$ cat src/rtl/ram_nibble_pkg.sv
// Shared types and sizes for the nibble read sequencer.
// Latency: n/a (declarations only).
// Backpressure: n/a.
package ram_nibble_pkg;

  parameter int NIB_W     = 4;   // nibble width (RAM word width / 2)
  parameter int ADDR_W    = 5;   // nibble address width (RAM word address bits + 1)
  parameter int BUF_DEPTH = 2;   // output buffer entries; also the issue credit limit

  typedef enum logic [1:0] {
    IDLE   = 2'd0,
    RUN    = 2'd1,
    DRAIN  = 2'd2,
    FINISH = 2'd3
  } state_t;

endpackage

$ cat src/rtl/ram_nibble_reader_fifo.sv
// Two-entry synchronous FIFO holding captured nibbles; head is visible combinationally.
// Latency: a push is visible at o_head on the cycle after the pushing edge.
// Backpressure: the caller's credit scheme keeps it from overflowing; a lossy push is flagged.
module nibble_fifo2
  import ram_nibble_pkg::*;
#(
  parameter int W = NIB_W
) (
  input  logic         clk,
  input  logic         rst_n,
  input  logic         i_push,
  input  logic         i_pop,
  input  logic [W-1:0] i_data,
  output logic [W-1:0] o_head,
  output logic [1:0]   o_count
);

  logic [W-1:0] r_mem [2];
  logic         r_rd_ptr;
  logic         r_wr_ptr;
  logic [1:0]   r_count;
  logic         w_full;
  logic         w_pop;
  logic         w_push;

  assign w_full  = (r_count == 2'(BUF_DEPTH));
  assign w_pop   = i_pop && (r_count != 2'd0);
  // A push into a full buffer is only lossless if the head leaves on the same edge.
  assign w_push  = i_push && (!w_full || w_pop);
  assign o_head  = r_mem[r_rd_ptr];
  assign o_count = r_count;

  // Storage, pointers and occupancy update.
  always_ff @(posedge clk or negedge rst_n) begin
    if (!rst_n) begin
      r_mem[0] <= '0;
      r_mem[1] <= '0;
      r_rd_ptr <= 1'b0;
      r_wr_ptr <= 1'b0;
      r_count  <= 2'd0;
    end else begin
      if (w_push) begin
        r_mem[r_wr_ptr] <= i_data;
        r_wr_ptr        <= ~r_wr_ptr;
      end
      if (w_pop) begin
        r_rd_ptr <= ~r_rd_ptr;
      end
      case ({w_push, w_pop})
        2'b10:   r_count <= r_count + 2'd1;
        2'b01:   r_count <= r_count - 2'd1;
        default: r_count <= r_count;
      endcase
    end
  end

  a_no_overflow: assert property (@(posedge clk) disable iff (!rst_n)
    !(i_push && w_full && !w_pop));

endmodule

$ cat src/rtl/ram_nibble_reader.sv
// Walks a run of nibble addresses, one RAM read per cycle, and streams the nibbles out in order.
// Latency: start at edge 0, first read at edge 1, first out_valid after edge 2; 1 nibble/cycle.
// Backpressure: reads stop issuing once buffered + in-flight nibbles would exceed 2.
module ram_nibble_reader
  import ram_nibble_pkg::*;
#(
  parameter int DEPTH = ADDR_W - 1,
  parameter int WIDTH = 2 * NIB_W
) (
  input  logic               clk,
  input  logic               reset_n,
  input  logic               start,
  input  logic [DEPTH:0]     start_addr,
  input  logic [DEPTH+1:0]   count,
  output logic [DEPTH:0]     readAddr,
  input  logic [WIDTH/2-1:0] ram_dout,
  output logic [WIDTH/2-1:0] out_data,
  output logic               out_valid,
  input  logic               out_ready,
  output logic               busy,
  output logic               done
);

  localparam int AW = DEPTH + 1;
  localparam int CW = DEPTH + 2;
  localparam int NW = WIDTH / 2;

  state_t        r_state;
  state_t        w_state_nxt;
  logic [AW-1:0] r_addr;
  logic [CW-1:0] r_remaining;
  logic          r_inflight;

  logic [1:0]    w_buf_count;
  logic [NW-1:0] w_head;
  logic          w_pop;
  logic [2:0]    w_occ;
  logic [2:0]    w_lim;
  logic          w_rd_issue;
  logic          w_load;

  assign w_pop = out_valid & out_ready;

  // Occupancy counts the nibble still coming back from the RAM, so a pop this
  // cycle frees exactly one credit for a new read.
  assign w_occ      = {1'b0, w_buf_count} + {2'b00, r_inflight};
  assign w_lim      = 3'(BUF_DEPTH) + {2'b00, w_pop};
  assign w_rd_issue = (r_state == RUN) && (r_remaining != '0) && (w_occ < w_lim);
  assign w_load     = (r_state == IDLE) && start && (count != '0);

  assign readAddr  = r_addr;
  assign out_data  = w_head;
  assign out_valid = (w_buf_count != 2'd0);

  // State register.
  always_ff @(posedge clk or negedge reset_n) begin
    if (!reset_n) begin
      r_state <= IDLE;
    end else begin
      r_state <= w_state_nxt;
    end
  end

  // Next state plus busy/done decode.
  always_comb begin
    w_state_nxt = r_state;
    busy        = 1'b0;
    done        = 1'b0;
    case (r_state)
      IDLE: begin
        if (start) begin
          w_state_nxt = (count != '0) ? RUN : FINISH;
        end
      end
      RUN: begin
        busy = 1'b1;
        if (w_rd_issue && (r_remaining == CW'(1))) begin
          w_state_nxt = DRAIN;
        end
      end
      DRAIN: begin
        busy = 1'b1;
        if (!r_inflight && (w_buf_count == 2'd0) && !w_pop) begin
          w_state_nxt = FINISH;
        end
      end
      FINISH: begin
        done        = 1'b1;
        w_state_nxt = IDLE;
      end
      default: w_state_nxt = IDLE;
    endcase
  end

  // Address walk, remaining count and the one-cycle read-latency tracker.
  always_ff @(posedge clk or negedge reset_n) begin
    if (!reset_n) begin
      r_addr      <= '0;
      r_remaining <= '0;
      r_inflight  <= 1'b0;
    end else begin
      r_inflight <= w_rd_issue;
      if (w_load) begin
        r_addr      <= start_addr;
        r_remaining <= count;
      end else if (w_rd_issue) begin
        r_addr      <= r_addr + AW'(1);
        r_remaining <= r_remaining - CW'(1);
      end
    end
  end

  // The RAM data for a read issued last edge is captured here.
  nibble_fifo2 #(
    .W (NW)
  ) u_buf (
    .clk     (clk),
    .rst_n   (reset_n),
    .i_push  (r_inflight),
    .i_pop   (w_pop),
    .i_data  (ram_dout),
    .o_head  (w_head),
    .o_count (w_buf_count)
  );

endmodule

$ cat config.mk
export PLATFORM = sky130hd
export DESIGN_NAME = ram_nibble_reader
export DESIGN_NICKNAME = d
export VERILOG_FILES = /design/src/rtl/ram_nibble_pkg.sv /design/src/rtl/ram_nibble_reader_fifo.sv /design/src/rtl/ram_nibble_reader.sv
export SDC_FILE = /design/constraint.sdc
export NUM_CORES = 1
export LEC_CHECK = 0
export ABC_AREA = 0
export CORE_MARGIN = 4
export CORE_UTILIZATION = 40
export CTS_CLUSTER_SIZE = 28
export DETAILED_ROUTE_END_ITERATION = 7
export PLACE_DENSITY_LB_ADDON = 0.2
export SYNTH_ARGS = -nofsm -noshare
export SYNTH_HDL_FRONTEND = slang
export SYNTH_SLANG_ARGS = --single-unit
$ cat constraint.sdc
create_clock -name clk -period 3.3 [get_ports clk]
set_clock_uncertainty 0.15 [all_clocks]
set_input_delay 0.66 -clock clk [delete_from_list [all_inputs] [get_ports clk]]
set_output_delay 0.66 -clock clk [all_outputs]
set_load 0.05 [all_outputs]
==> results of run 1 <==
critical path, cell delays in order, from the launching register on:
cell	delay [ps]
dfrtp_1	410
inv_1	100
ha_1	310
clkdlybuf4s50_1	800
worst max path at each step:
stage | to | start
after floorplan | readAddr[4] | u_buf.o_count[0]
after global placement | readAddr[4] | out_ready
after detailed placement | u_buf.r_mem[0] | out_ready
after CTS | busy | r_state[0]
after global routing | busy | r_state[0]
final | busy | r_state[0]
flip-flops by register name (all words and copies together) (netlist names):
| name | count |
|---|---|
| r_inflight | 1 |
| r_remaining | 6 |
| r_state | 2 |
| readAddr | 5 |
| u_buf.o_count | 2 |
| u_buf.r_mem | 8 |
| u_buf.r_rd_ptr | 1 |
| u_buf.r_wr_ptr | 1 |
cell families (layout without fill, tap and decap cells):
group | Yosys count | after routing | synth area share [%]
adder cells (fa/ha/maj) | 12 | 12 | 10.34
flip-flops | 26 | 26 | 44.83
XOR/XNOR | 13 | 13 | 7.845
buffers and inverters | 12 | 45 | 3.104
multiplexers | 15 | 15 | 11.38
AO/OA/AOI/OAI | 19 | 19 | 9.311
AND/OR/NAND/NOR | 39 | 39 | 13.19
layout make-up:
cell class              count  area share [%]
repair buffers             31           16.68
multi-input cells          98           40.95
well taps                  46           3.119
clock buffers               4           1.966
inverters                  10           2.034
flip-flops and latches     26           35.25
power by group through the flow:
stage | clock (mW) | combinational (mW) | sequential, mW
2_1_floorplan | 0 | 0.822 | 0.702
3_3_place_gp | 0 | 1.21 | 0.622
3_5_place_dp | 0 | 1.23 | 0.632
4_1_cts | 0.171 | 1.24 | 0.627
5_1_grt | 0.185 | 1.33 | 0.653
6_report | 0.166 | 1.22 | 0.626
metal layers:
layer | vias up | global-route usage [%] | share of wire, %
met2 | 21 | 24.91 | 50
met5 | - | 0 | 0
met4 | 0 | 5.211 | 1.3
met3 | 4 | 2.463 | 3.8
li1 | 537 | - | -
met1 | 512 | 15.61 | 44
layout by cell type, fill, tap and decap left out:
cell type | netlist | layout
a21boi_2 | 1 | 1
dfrtp_1 | 26 | 26
mux2i_1 | 3 | 3
a221o_1 | 1 | 1
o21ai_0 | 8 | 8
clkbuf_8 | 0 | 1
a21oi_1 | 3 | 3
xor2_1 | 7 | 7
buf_4 | 0 | 1
o31ai_1 | 1 | 1
clkbuf_4 | 0 | 3
or2_1 | 1 | 1
xnor2_1 | 6 | 6
and3_1 | 2 | 2
or3_1 | 1 | 1
o21a_1 | 1 | 1
mux2_2 | 12 | 12
nand4_1 | 2 | 2
nor4_1 | 2 | 2
nand4b_1 | 2 | 2
ha_1 | 12 | 12
nand3_1 | 7 | 7
nor2_1 | 10 | 10
o311ai_0 | 1 | 1
nand2_1 | 9 | 9
a31oi_1 | 1 | 1
o22ai_4 | 1 | 1
o21ai_2 | 1 | 1
nand2_2 | 1 | 1
nor3_1 | 1 | 1
inv_1 | 10 | 10
clkdlybuf4s50_1 | 0 | 30
or2_2 | 1 | 1
stage by stage:
stage	setup slack, ps	hold WS [ps]	area (um2)	power [mW]	instances
2_1_floorplan	1146	214.4	1451	1.524	136
3_3_place_gp	831.9	331.4	1809	1.830	211
3_5_place_dp	767.2	343.0	1809	1.864	211
4_1_cts	520.9	363.2	1846	2.033	215
5_1_grt	424.1	390.3	1846	2.167	215
6_report	545.7	366.4	1846	2.012	215
==> qor.csv, run 1 <==
metric,value,unit
ctsRootBufferMaster,clkbuf_4,
rows,21,
internal_power,1.057,mW
wirelength,2826,um
multi_input_area,755.7,um2
regToRegStartpoint,u_buf.o_count[0],
grt_usage,13.64,%
drv_slew,0,
synth_most_common_cell,dfrtp_1,
switching_share,47.44,%
syn_inst,136,
ys_warn_count,0,
chipWidth,68.24,um
maxCapViolations,0,
place_hpwl,2234,um
crit_fanout,4,
die_area,4656,um2
comb_power_share,60.6,%
grt_pass1_wl,4733,um
drive_gt1_share,13.02,%
holdCritPathClass,reg -> reg,
nNetsFinal,201,
ys_types,30,
rsz0062_at_grt,no,
synth_area_per_cell,10.67,um2
period_share,83.47,%
setup_viol,0,
seqPwrFrac,31.1,%
drt_iter0_drc,43,
start_util,42.49,%
portBuffers,30,
gr-total-overflow,0,
cts_tree,built,
synth-edff-count,0,
antenna_left,0,
synth_fp_nets,167,
p_clk_share,8.2,%
worst_pin_slew,578.8,ps
die_y,68.24,um
reg2reg_to,readAddr[4],
gp_congestion,0.7445,
postCtsHoldBufs,0,
required,2490,ps
wl_per_cell,13.14,um
cp-end-kind,output pin,
antenna_cells,0,
ys.flop_type,dfrtp_1,
switchingPower,0.9543,mW
fmax,363.1,MHz
antenna_found_initial,0,
cp.arrival,1940,ps
vias,1074,
drc,0,
core_area,3416,um2
critPathKind,reg -> out,
synth_top_area_cell,dfrtp_1,
syn_area,1451,um2
post_cts_buffers,0,
grt_pass1_vias,1075,
whs_endpoint,u_buf.r_wr_ptr,
netlist_top_cells_count,"dfrtp_1 (26), ha_1 (12), mux2_2 (12)",
crit_path_start_kind,register,
grt_max_degree,27,
status,"finished, final reports clean",
peakVddDrop,0.4238,mV
reg2reg_depth,7,
period_needed,2754,ps
ys_seq_elements,26,
min-delay-start,u_buf.r_wr_ptr,
reg2reg_slack,910,ps
viasPerCell,4.995,
ctsResizeCount,0,
async_flop_share,100.0,%
fin_util,54.03,%
path_clk_slew,150,ps
firstDrtPassIters,4,
relSlewSlack,61.08,%
min_path_cells,1,
ios,31,
fin_tns_setup,0,ps
clock-sinks,26,
synth_top_area_share,44.83,%
regArea,650.6,um2
leakagePower,0.8001,nW
synthTopCellsByArea,"dfrtp_1 (45%), ha_1 (10%), mux2_2 (9.3%)",
ctsLongestPathBuffers,2,
n_fill_cell,316,
syn_to_final_growth,27.16,%
ys_seq_area_share,44.83,%
numCtsBuffers,3,
insertion_delay,330,ps
hold_viol,0,
htree_num_levels,1,
powerDensity,1090,nW/um2
No activity file was read; power rests on OpenSTA's default activity.
==> run 2, diff against run 1 <==
==> constraint.sdc (replaced) <==
create_clock -name clk -period 2.4 [get_ports clk]
set_clock_uncertainty 0.15 [all_clocks]
set_input_delay 0.48 -clock clk [delete_from_list [all_inputs] [get_ports clk]]
set_output_delay 0.48 -clock clk [all_outputs]
set_load 0.05 [all_outputs]
==> qor.csv, run 2 (synthesis results as in run 1) <==
metric,value,unit,change
status,"finished, final reports clean",,
largest_reg_flops,8,,unchanged
crit_slowest_cell,dfrtp_1,,
grt.busiest_layer,met2,,
insertion_delay,320,ps,about the same
place_hpwl,2155,um,-3.5%
reg2reg_slack,190,ps,-720 ps
powerDensity,1502,nW/um2,+38%
path_cells,mux2_2 > dlygate4sd2_1,,
mostFrequentLayoutCells,"dfrtp_1 (26), clkdlybuf4s50_1 (23), mux2_2 (12), ha_1 (12)",,
nNetsFinal,204,,+1.5%
internal_power,1.518,mW,+44%
htree_num_levels,1,,unchanged
grt_pass1_wl,4961,um,+4.8%
start_util,42.49,%,unchanged
switchingPower,1.304,mW,+37%
critPathLaunch,u_buf.r_rd_ptr,,
wirelength,2717,um,-3.9%
firstDrtPassIters,4,,unchanged
path_clk_slew,140,ps,about the same
met2_usage,25.15,%,+0.24 points
maxCapViolations,0,,unchanged
syn_to_final_growth,29.40,%,
ctsRootBufferMaster,clkbuf_4,,
post_cts_buffers,0,,unchanged
vias,1078,,+0.37%
required,1770,ps,-720 ps
cp-end-kind,output pin,,
die_area,4656,um2,unchanged
drive_gt1_share,15.12,%,+2.1 points
ios,31,,unchanged
clock-sinks,26,,unchanged
portBuffers,30,,unchanged
leakagePower,0.8445,nW,+5.6%
wl_per_cell,12.46,um,-5.2%
cp.arrival,1610,ps,-330 ps
worst_pin_slew,498.6,ps,-80.15 ps
antenna_left,0,,unchanged
reg2reg_depth,7,,unchanged
antenna_found_initial,0,,unchanged
period_needed,2238,ps,
met3_usage,3.941,%,+1.5 points
numCtsBuffers,3,,unchanged
core_area,3416,um2,unchanged
post-place-ws,56.74,ps,-710.4 ps
period_share,93.27,%,
switching_share,46.21,%,-1.2 points
drv_slew,0,,unchanged
drc,0,,unchanged
hold_viol,0,,unchanged
endpoint,out_data[0],,
regToRegStartpoint,u_buf.o_count[0],,
fin_hold_ws,355.5,ps,-10.94 ps
fin_tns_setup,0,ps,unchanged
comb_power_share,59.2,%,-1.4 points
grt_usage,14.17,%,+0.53 points
crit_fanout,5,,+1
antenna_cells,0,,unchanged
seqPwrFrac,30.2,%,-0.9 points
crit_path_start_kind,register,,
gp_congestion,0.7243,,-2.7%
final_common_cell,dfrtp_1,,
setup_viol,0,,unchanged
fin_total_pwr,2.821,mW,+40%
rows,21,,unchanged
finalWorstSetupSlack,161.6,ps,-384.0 ps
grt_max_degree,27,,unchanged
grt_pass1_vias,1172,,+9.0%
p_clk_share,10.6,%,+2.4 points
grt_use_met1,16.89,%,+1.3 points
viasPerCell,4.945,,-1.0%
postCtsHoldBufs,0,,unchanged
drt_iter0_drc,28,,-35%
peakVddDrop,0.6200,mV,+46%
fmax,446.8,MHz,
cpPeakStageDelay,500,ps,-300 ps
die_y,68.24,um,unchanged
gr-total-overflow,0,,unchanged
top_register,u_buf.r_mem,,
rsz0062_at_grt,no,,
relSlewSlack,66.70,%,+5.6 points
reg2reg_to,r_remaining[1],,
holdCritPathClass,in -> async,,
cts_tree,built,,
ctsLongestPathBuffers,2,,unchanged
critPathKind,reg -> out,,
chipWidth,68.24,um,unchanged
[run 2: power groups by stage]
stage / registers (mW) / clock network [mW] / logic [mW]
final: 0.852 / 0.299 / 1.67
after global placement: 0.847 / 0 / 1.70
after CTS: 0.856 / 0.306 / 1.70
after detailed placement: 0.865 / 0 / 1.73
after floorplan: 0.965 / 0 / 1.13
after global routing: 0.892 / 0.329 / 1.83
[run 2: layout make-up]
cell class	instances	area, um2
well taps	46	57.56
multi-input cells	98	755.7
clock buffers	3	22.52
fillers	328	1538
flip-flops and latches	26	650.6
inverters	10	37.54
repair buffers	34	324.1
clock inverters	1	30.03
[run 2: critical path: cells and delay by family, from the launching register on]
| kind | cells | cell delay (ps) |
|---|---|---|
| buf+inv | 1 | 420 |
| flops | 1 | 500 |
| mux | 1 | 370 |
[run 2: timing repair]
action / in CTS / in global routing
endpoints found under the setup margin: 5 / 1
hold endpoints to repair: 0 / 0
pin swaps: 0 / 0
resized for setup: 5 / 1
[run 2: per-layer routing]
layer | vias up | share of wire, %
met5 | - | 0
met3 | 2 | 5.3
met2 | 26 | 50
met4 | 0 | 0.77
met1 | 507 | 44
li1 | 543 | -
[run 2: how the worst min path moves through the flow]
stage	from	endpoint	slack, ps
final	reset_n	u_buf.r_mem[1]	360
after global routing	reset_n	u_buf.r_mem[1]	360
after global placement	u_buf.r_mem[0]	u_buf.r_mem[0]	330
after floorplan	reset_n	r_inflight	30
after detailed placement	u_buf.r_wr_ptr	u_buf.r_wr_ptr	340
after CTS	u_buf.r_wr_ptr	u_buf.r_wr_ptr	360
[run 2: metrics by stage]
step	cells	utilization, %	area (um2)
3_3_place_gp	214	53.55	1829
5_1_grt	218	54.98	1878
3_5_place_dp	214	53.55	1829
2_1_floorplan	136	-	1451
6_report	218	54.98	1878
4_1_cts	218	54.91	1876
